$ cat src/rtl/keychain_pkg.sv
// Shared definitions for the RSA decoder: default word width and the
// controller state encoding.
package keychain_pkg;

  localparam int WORD_W = 11;

  typedef enum logic [1:0] {
    IDLE   = 2'd0,
    SQUARE = 2'd1,
    MULT   = 2'd2,
    DONE   = 2'd3
  } state_e;

endpackage : keychain_pkg

$ cat src/rtl/rsa_decoder_mod_mult.sv
// mod_mult: interleaved (MSB-first) shift-add-reduce modular multiplier.
// p = a*b mod m, valid when done pulses. The start cycle performs the first
// iteration, WIDTH-1 further iterations follow, and done is raised for one
// cycle afterwards: WIDTH+1 cycles from start to the cycle done is seen,
// regardless of operand values. Requires b < m.
module mod_mult
  import keychain_pkg::*;
#(
  parameter int WIDTH = WORD_W
) (
  input  logic             clk_in,
  input  logic             rst_in,
  input  logic             start,
  input  logic [WIDTH-1:0] a,
  input  logic [WIDTH-1:0] b,
  input  logic [WIDTH-1:0] m,
  output logic             done,
  output logic [WIDTH-1:0] p
);

  localparam int CNT_W = $clog2(WIDTH) + 1;

  // One iteration: r' = (2r + bit*b) mod m. With r < m and b < m the sum is
  // below 3m, so two conditional subtractions keep the residue below m.
  function automatic logic [WIDTH-1:0] mm_step(
    input logic [WIDTH-1:0] r,
    input logic             abit,
    input logic [WIDTH-1:0] bv,
    input logic [WIDTH-1:0] mv
  );
    logic [WIDTH+1:0] t;
    t = {1'b0, r, 1'b0} + (abit ? {2'b00, bv} : {(WIDTH+2){1'b0}});
    if (t >= {2'b00, mv}) begin
      t = t - {2'b00, mv};
    end else begin
      t = t;
    end
    if (t >= {2'b00, mv}) begin
      t = t - {2'b00, mv};
    end else begin
      t = t;
    end
    return t[WIDTH-1:0];
  endfunction

  logic [WIDTH-1:0] a_d, a_q;
  logic [WIDTH-1:0] b_d, b_q;
  logic [WIDTH-1:0] m_d, m_q;
  logic [WIDTH-1:0] r_d, r_q;
  logic [CNT_W-1:0] cnt_d, cnt_q;
  logic             busy_d, busy_q;
  logic             done_d, done_q;

  // Next-state: load and first iteration on start, then iterate until the count expires.
  always_comb begin
    a_d    = a_q;
    b_d    = b_q;
    m_d    = m_q;
    r_d    = r_q;
    cnt_d  = cnt_q;
    busy_d = busy_q;
    done_d = 1'b0;
    if (start && !busy_q) begin
      r_d    = mm_step({WIDTH{1'b0}}, a[WIDTH-1], b, m);
      a_d    = {a[WIDTH-2:0], 1'b0};
      b_d    = b;
      m_d    = m;
      cnt_d  = CNT_W'(WIDTH - 1);
      busy_d = 1'b1;
    end else if (busy_q) begin
      r_d   = mm_step(r_q, a_q[WIDTH-1], b_q, m_q);
      a_d   = {a_q[WIDTH-2:0], 1'b0};
      cnt_d = cnt_q - CNT_W'(1);
      if (cnt_q == CNT_W'(1)) begin
        busy_d = 1'b0;
        done_d = 1'b1;
      end else begin
        busy_d = 1'b1;
      end
    end else begin
      busy_d = 1'b0;
    end
  end

  // Multiplier state registers with synchronous reset.
  always_ff @(posedge clk_in) begin
    if (rst_in) begin
      a_q    <= {WIDTH{1'b0}};
      b_q    <= {WIDTH{1'b0}};
      m_q    <= {WIDTH{1'b0}};
      r_q    <= {WIDTH{1'b0}};
      cnt_q  <= {CNT_W{1'b0}};
      busy_q <= 1'b0;
      done_q <= 1'b0;
    end else begin
      a_q    <= a_d;
      b_q    <= b_d;
      m_q    <= m_d;
      r_q    <= r_d;
      cnt_q  <= cnt_d;
      busy_q <= busy_d;
      done_q <= done_d;
    end
  end

  assign done = done_q;
  assign p    = r_q;

endmodule : mod_mult

$ cat src/rtl/rsa_decoder.sv
// rsa_decoder: computes line_out = cipher_in^private_key mod modulus with a
// constant-time left-to-right square-and-multiply over all WIDTH key bits,
// using one shared mod_mult.
// Optional feature: define RSA_DECODER_RANGE_CHECK_EN to reject
// cipher_in >= modulus or modulus < 2 at accept (err_out=1, line_out=0).
module rsa_decoder
  import keychain_pkg::*;
#(
  parameter int WIDTH = WORD_W
) (
  input  logic             clk_in,
  input  logic             rst_in,
  input  logic [WIDTH-1:0] cipher_in,
  input  logic [WIDTH-1:0] private_key,
  input  logic [WIDTH-1:0] modulus,
  input  logic             in_valid,
  output logic             in_ready,
  output logic [WIDTH-1:0] line_out,
  output logic             out_valid,
  input  logic             out_ready,
  output logic             err_out
);

  localparam int IDX_W = $clog2(WIDTH);

  state_e           state_d, state_q;
  logic [WIDTH-1:0] base_d, base_q;
  logic [WIDTH-1:0] key_d, key_q;
  logic [WIDTH-1:0] mod_d, mod_q;
  logic [WIDTH-1:0] acc_d, acc_q;
  logic [IDX_W-1:0] idx_d, idx_q;
  logic             start_d, start_q;
  logic             in_ready_d, in_ready_q;
  logic             out_valid_d, out_valid_q;
  logic [WIDTH-1:0] line_out_d, line_out_q;
`ifdef RSA_DECODER_RANGE_CHECK_EN
  logic             err_d, err_q;
`endif

  logic [WIDTH-1:0] mult_b_s;
  logic [WIDTH-1:0] mult_p_s;
  logic             mult_done_s;

  // Squaring uses acc for both operands; the multiply step uses the captured base.
  always_comb begin
    if (state_q == MULT) begin
      mult_b_s = base_q;
    end else begin
      mult_b_s = acc_q;
    end
  end

  mod_mult #(.WIDTH(WIDTH)) u_mod_mult (
    .clk_in (clk_in),
    .rst_in (rst_in),
    .start  (start_q),
    .a      (acc_q),
    .b      (mult_b_s),
    .m      (mod_q),
    .done   (mult_done_s),
    .p      (mult_p_s)
  );

  // Controller next-state: accept, alternate square/multiply per key bit, present result.
  always_comb begin
    state_d     = state_q;
    base_d      = base_q;
    key_d       = key_q;
    mod_d       = mod_q;
    acc_d       = acc_q;
    idx_d       = idx_q;
    start_d     = 1'b0;
    in_ready_d  = in_ready_q;
    out_valid_d = out_valid_q;
    line_out_d  = line_out_q;
`ifdef RSA_DECODER_RANGE_CHECK_EN
    err_d       = err_q;
`endif
    case (state_q)
      IDLE: begin
        if (in_valid && in_ready_q) begin
          base_d     = cipher_in;
          key_d      = private_key;
          mod_d      = modulus;
          acc_d      = {{(WIDTH-1){1'b0}}, 1'b1};
          idx_d      = IDX_W'(WIDTH - 1);
          in_ready_d = 1'b0;
`ifdef RSA_DECODER_RANGE_CHECK_EN
          if ((cipher_in >= modulus) || (modulus < WIDTH'(2))) begin
            state_d     = DONE;
            line_out_d  = {WIDTH{1'b0}};
            err_d       = 1'b1;
            out_valid_d = 1'b1;
          end else begin
            state_d = SQUARE;
            start_d = 1'b1;
          end
`else
          state_d = SQUARE;
          start_d = 1'b1;
`endif
        end else begin
          state_d = IDLE;
        end
      end
      SQUARE: begin
        if (mult_done_s) begin
          acc_d   = mult_p_s;
          state_d = MULT;
          start_d = 1'b1;
        end else begin
          state_d = SQUARE;
        end
      end
      MULT: begin
        if (mult_done_s) begin
          // Product is always computed; only the commit depends on the key bit.
          if (key_q[idx_q]) begin
            acc_d = mult_p_s;
          end else begin
            acc_d = acc_q;
          end
          if (idx_q == IDX_W'(0)) begin
            state_d = DONE;
          end else begin
            idx_d   = idx_q - IDX_W'(1);
            state_d = SQUARE;
            start_d = 1'b1;
          end
        end else begin
          state_d = MULT;
        end
      end
      DONE: begin
        if (!out_valid_q) begin
          out_valid_d = 1'b1;
          line_out_d  = acc_q;
`ifdef RSA_DECODER_RANGE_CHECK_EN
          err_d       = 1'b0;
`endif
        end else if (out_ready) begin
          out_valid_d = 1'b0;
          in_ready_d  = 1'b1;
          state_d     = IDLE;
        end else begin
          state_d = DONE;
        end
      end
      default: begin
        state_d     = IDLE;
        in_ready_d  = 1'b1;
        out_valid_d = 1'b0;
      end
    endcase
  end

  // Controller registers; reset aborts any operation in flight.
  always_ff @(posedge clk_in) begin
    if (rst_in) begin
      state_q     <= IDLE;
      base_q      <= {WIDTH{1'b0}};
      key_q       <= {WIDTH{1'b0}};
      mod_q       <= {WIDTH{1'b0}};
      acc_q       <= {WIDTH{1'b0}};
      idx_q       <= {IDX_W{1'b0}};
      start_q     <= 1'b0;
      in_ready_q  <= 1'b1;
      out_valid_q <= 1'b0;
      line_out_q  <= {WIDTH{1'b0}};
`ifdef RSA_DECODER_RANGE_CHECK_EN
      err_q       <= 1'b0;
`endif
    end else begin
      state_q     <= state_d;
      base_q      <= base_d;
      key_q       <= key_d;
      mod_q       <= mod_d;
      acc_q       <= acc_d;
      idx_q       <= idx_d;
      start_q     <= start_d;
      in_ready_q  <= in_ready_d;
      out_valid_q <= out_valid_d;
      line_out_q  <= line_out_d;
`ifdef RSA_DECODER_RANGE_CHECK_EN
      err_q       <= err_d;
`endif
    end
  end

  assign in_ready  = in_ready_q;
  assign out_valid = out_valid_q;
  assign line_out  = line_out_q;
`ifdef RSA_DECODER_RANGE_CHECK_EN
  assign err_out   = err_q;
`else
  assign err_out   = 1'b0;
`endif

endmodule : rsa_decoder
$ cat config.mk
export PLATFORM = sky130hd
export DESIGN_NAME = rsa_decoder
export DESIGN_NICKNAME = d
export VERILOG_FILES = /design/src/rtl/keychain_pkg.sv /design/src/rtl/rsa_decoder_mod_mult.sv /design/src/rtl/rsa_decoder.sv
export SDC_FILE = /design/constraint.sdc
export NUM_CORES = 1
export LEC_CHECK = 0
export ABC_AREA = 1
export ABC_CLOCK_PERIOD_IN_PS = 15000
export BUFFER_PORTS_ARGS = -buffer_cell sky130_fd_sc_hd__buf_2
export CAP_MARGIN = 25
export CORE_MARGIN = 2
export CORE_UTILIZATION = 45
export DETAILED_ROUTE_END_ITERATION = 10
export GPL_TIMING_DRIVEN = 1
export PLACE_DENSITY = 0.62
export SYNTH_ARGS = -nofsm -noshare
export SYNTH_HDL_FRONTEND = slang
export SYNTH_SLANG_ARGS = --single-unit
$ cat constraint.sdc
create_clock -name clk_in -period 15 [get_ports clk_in]
set_clock_uncertainty 0.15 [all_clocks]
set_input_delay 0.75 -clock clk_in [delete_from_list [all_inputs] [get_ports clk_in]]
set_output_delay 0.75 -clock clk_in [all_outputs]
set_load 0.05 [all_outputs]
==> metrics.txt <==
status=completed; root buf cell=clkbuf_16; Finish-stage setup viols=0; Post-route DRC=0; max_slew headroom=34.8%; Post-Syn Nets=1,299; layout cells sized above 1=10.5%; final instance area=8920 sq um; top post-synthesis cells by count=240 x nand2_1, 177 x inv_1, 114 x dfxtp_1; dpl hpwl=16,700 um; NumNets Final=1,326; largest net degree at the start of global routing=83; Yosys top cell by area=dfxtp_1; Resize count post-CTS=0; Worst Setup End Kind=register; ANT nets after route=0; Tmin final=6200 ps; # IOs=51; Multi-input gate area=4830 sq um; setup tns final=0 ps; Worst Setup Path Type=reg -> reg; aggregate global-route resource usage=23.9%; Starting Density=46.2%; vias per inst=5.20; Yosys top cell area share=28.4%; CP Data Required Time=15,210 ps; Top FF cell, synth=dfxtp_1; number of buffers created by CTS=17; number of global-route vias before repair=6,932; Layout area overhead=11.2%; number of diodes=0; Slew @ Worst Pin=977 ps; cells on worst reg2reg path=24; Hold Vio Cnt, Final=0; CTS tree=done; routed via count=7,589; syn_area_per_cell=6.71 sq um; Longest Clk Path Bufs=2; asr flop ratio synth=0%; yosys synthesis warning count=0; cell area after synthesis=8020 sq um; clock latency on the worst-skew pair=410 ps; Hold Crit Depth=2; die area=18,900 sq um; post-CTS setup buffers=0; Die Ht=138 um; row cnt=48; sequential cell area=2280 sq um; Seq/Total Area, Yosys=28.4%; fmax=161 MHz; Clk pin slew, worst setup/hold paths=60 ps; initial antenna violation count=0; Max-cap violations=0; grt total ovfl=0; RD Place Congestion=0.937; Post-CTS Hold Buffers=0; # port buffers=49; Synth cell types=51; number of synthesized flops with an enable pin=0; Mapped Cells=1,196; Sink Count=114; Synth area leaders=dfxtp_1 28%, nand2_1 11%, ha_1 9.5%; crit-path max FO=26; final wirelength=21,600 um; startpoint types=register; Die W=138 um; fin crit share=41.3%; first-pass GRT wire length=35,100 um; DRT iter0 DRCs=428; synthesized flop and latch total=114; RSZ-0062 raised after global routing=no; Detailed Routing Iterations Pass 1=5; fill count=1,731; core area=17,400 sq um; # H-tree levels=4; Arr. time, crit path=6400 ps; Max Slew Vio Count=0; DR WL/cell=14.8 um; placed inst area=8340 sq um; Final Core Density=51.4%; Min-Delay Path Class=reg -> reg; top-count cell post-synth=nand2_1
cell families after synthesis:
logic type               Yosys count  synth area share (%)
AND/OR/NAND/NOR                  484                  26.3
XOR/XNOR                          43                  4.69
buffers and inverters            224                  11.4
adder cells (fa/ha/maj)           66                  10.8
flip-flops                       114                  28.4
other                              1                0.0467
AO/OA/AOI/OAI                    264                  18.4
area by class of cell:
type	instances	area share, %
clock inverter	9	1.19
sequential	114	25.6
clock buffer	22	5.32
inverter	179	7.53
tap	225	3.16
multi-input combinational	858	54.1
timing repair buffer	53	3.09
final timing paths:
path | start | to | slack [ps]
setup / recovery | state_q[0] | u_mod_mult.p[0] | 8800
hold / removal | key_q[5] | key_q[5] | 300
setup reg to reg | state_q[0] | u_mod_mult.p[0] | 8800
hold reg to reg | key_q[5] | key_q[5] | 300
flip-flops by register name, summed over array words and instances, names as in the netlist:
signal	flops
acc_q	11
base_q	11
key_q	11
line_out	11
mod_q	11
u_mod_mult.b_q	11
u_mod_mult.m_q	11
u_mod_mult.p	11
u_mod_mult.a_q	10
u_mod_mult.cnt_q	5
idx_q	4
state_q	2
in_ready	1
out_valid	1
start_q	1
u_mod_mult.busy_q	1
u_mod_mult.done	1
critical path, cell delays in order (launching register included):
cell and delay, ps:
dfxtp_1 340, inv_1 80, ha_1 690, o21ai_0 280
nor2_1 250, ha_1 320, a21oi_1 210, o21ai_0 170
a221oi_2 270, nand3_1 540, o21ai_0 490, inv_1 80
ha_1 390, inv_1 80, nor4_1 360, nand3_1 120
nand3_1 140, a21oi_1 90, nand2_1 310, inv_1 280
nand2_1 110, nand3_1 130, nand3_1 150, nand2_1 50
inv_1 40
layer usage:
metal  track usage [%]  part of all wire [%]  vias to the layer above
li1                  -                     -                     3974
met1              33.4                    49                     3405
met2              37.6                    44                      188
met3              3.94                   5.4                       22
met4              7.62                   1.5                        0
met5                 0                     0                        -
cell usage in the layout (no fill, tap or decap), types with 10 or more instances in the layout:
cell type,synthesis,layout
buf_2,6,49
dfxtp_1,114,114
clkbuf_16,0,17
nand2_1,240,240
ha_1,61,61
xnor2_1,22,22
a21oi_1,97,97
nor2_1,89,88
nand2_2,16,16
o22ai_1,10,10
xor2_1,21,21
inv_1,177,177
nand3_1,99,99
nor3_1,13,13
o21ai_0,106,106
metrics by stage:
step                hold slack, ps  setup slack [ps]  std cells
detailed placement             297              8900       1429
finish                         298              8800       1460
global placement               293              8900       1429
floorplan                      275             10070       1196
CTS                            306              8840       1460
global route                   331              8230       1460
Power is not shown: default switching activity piles up to over one toggle a cycle in this logic, so the estimate is an artifact.
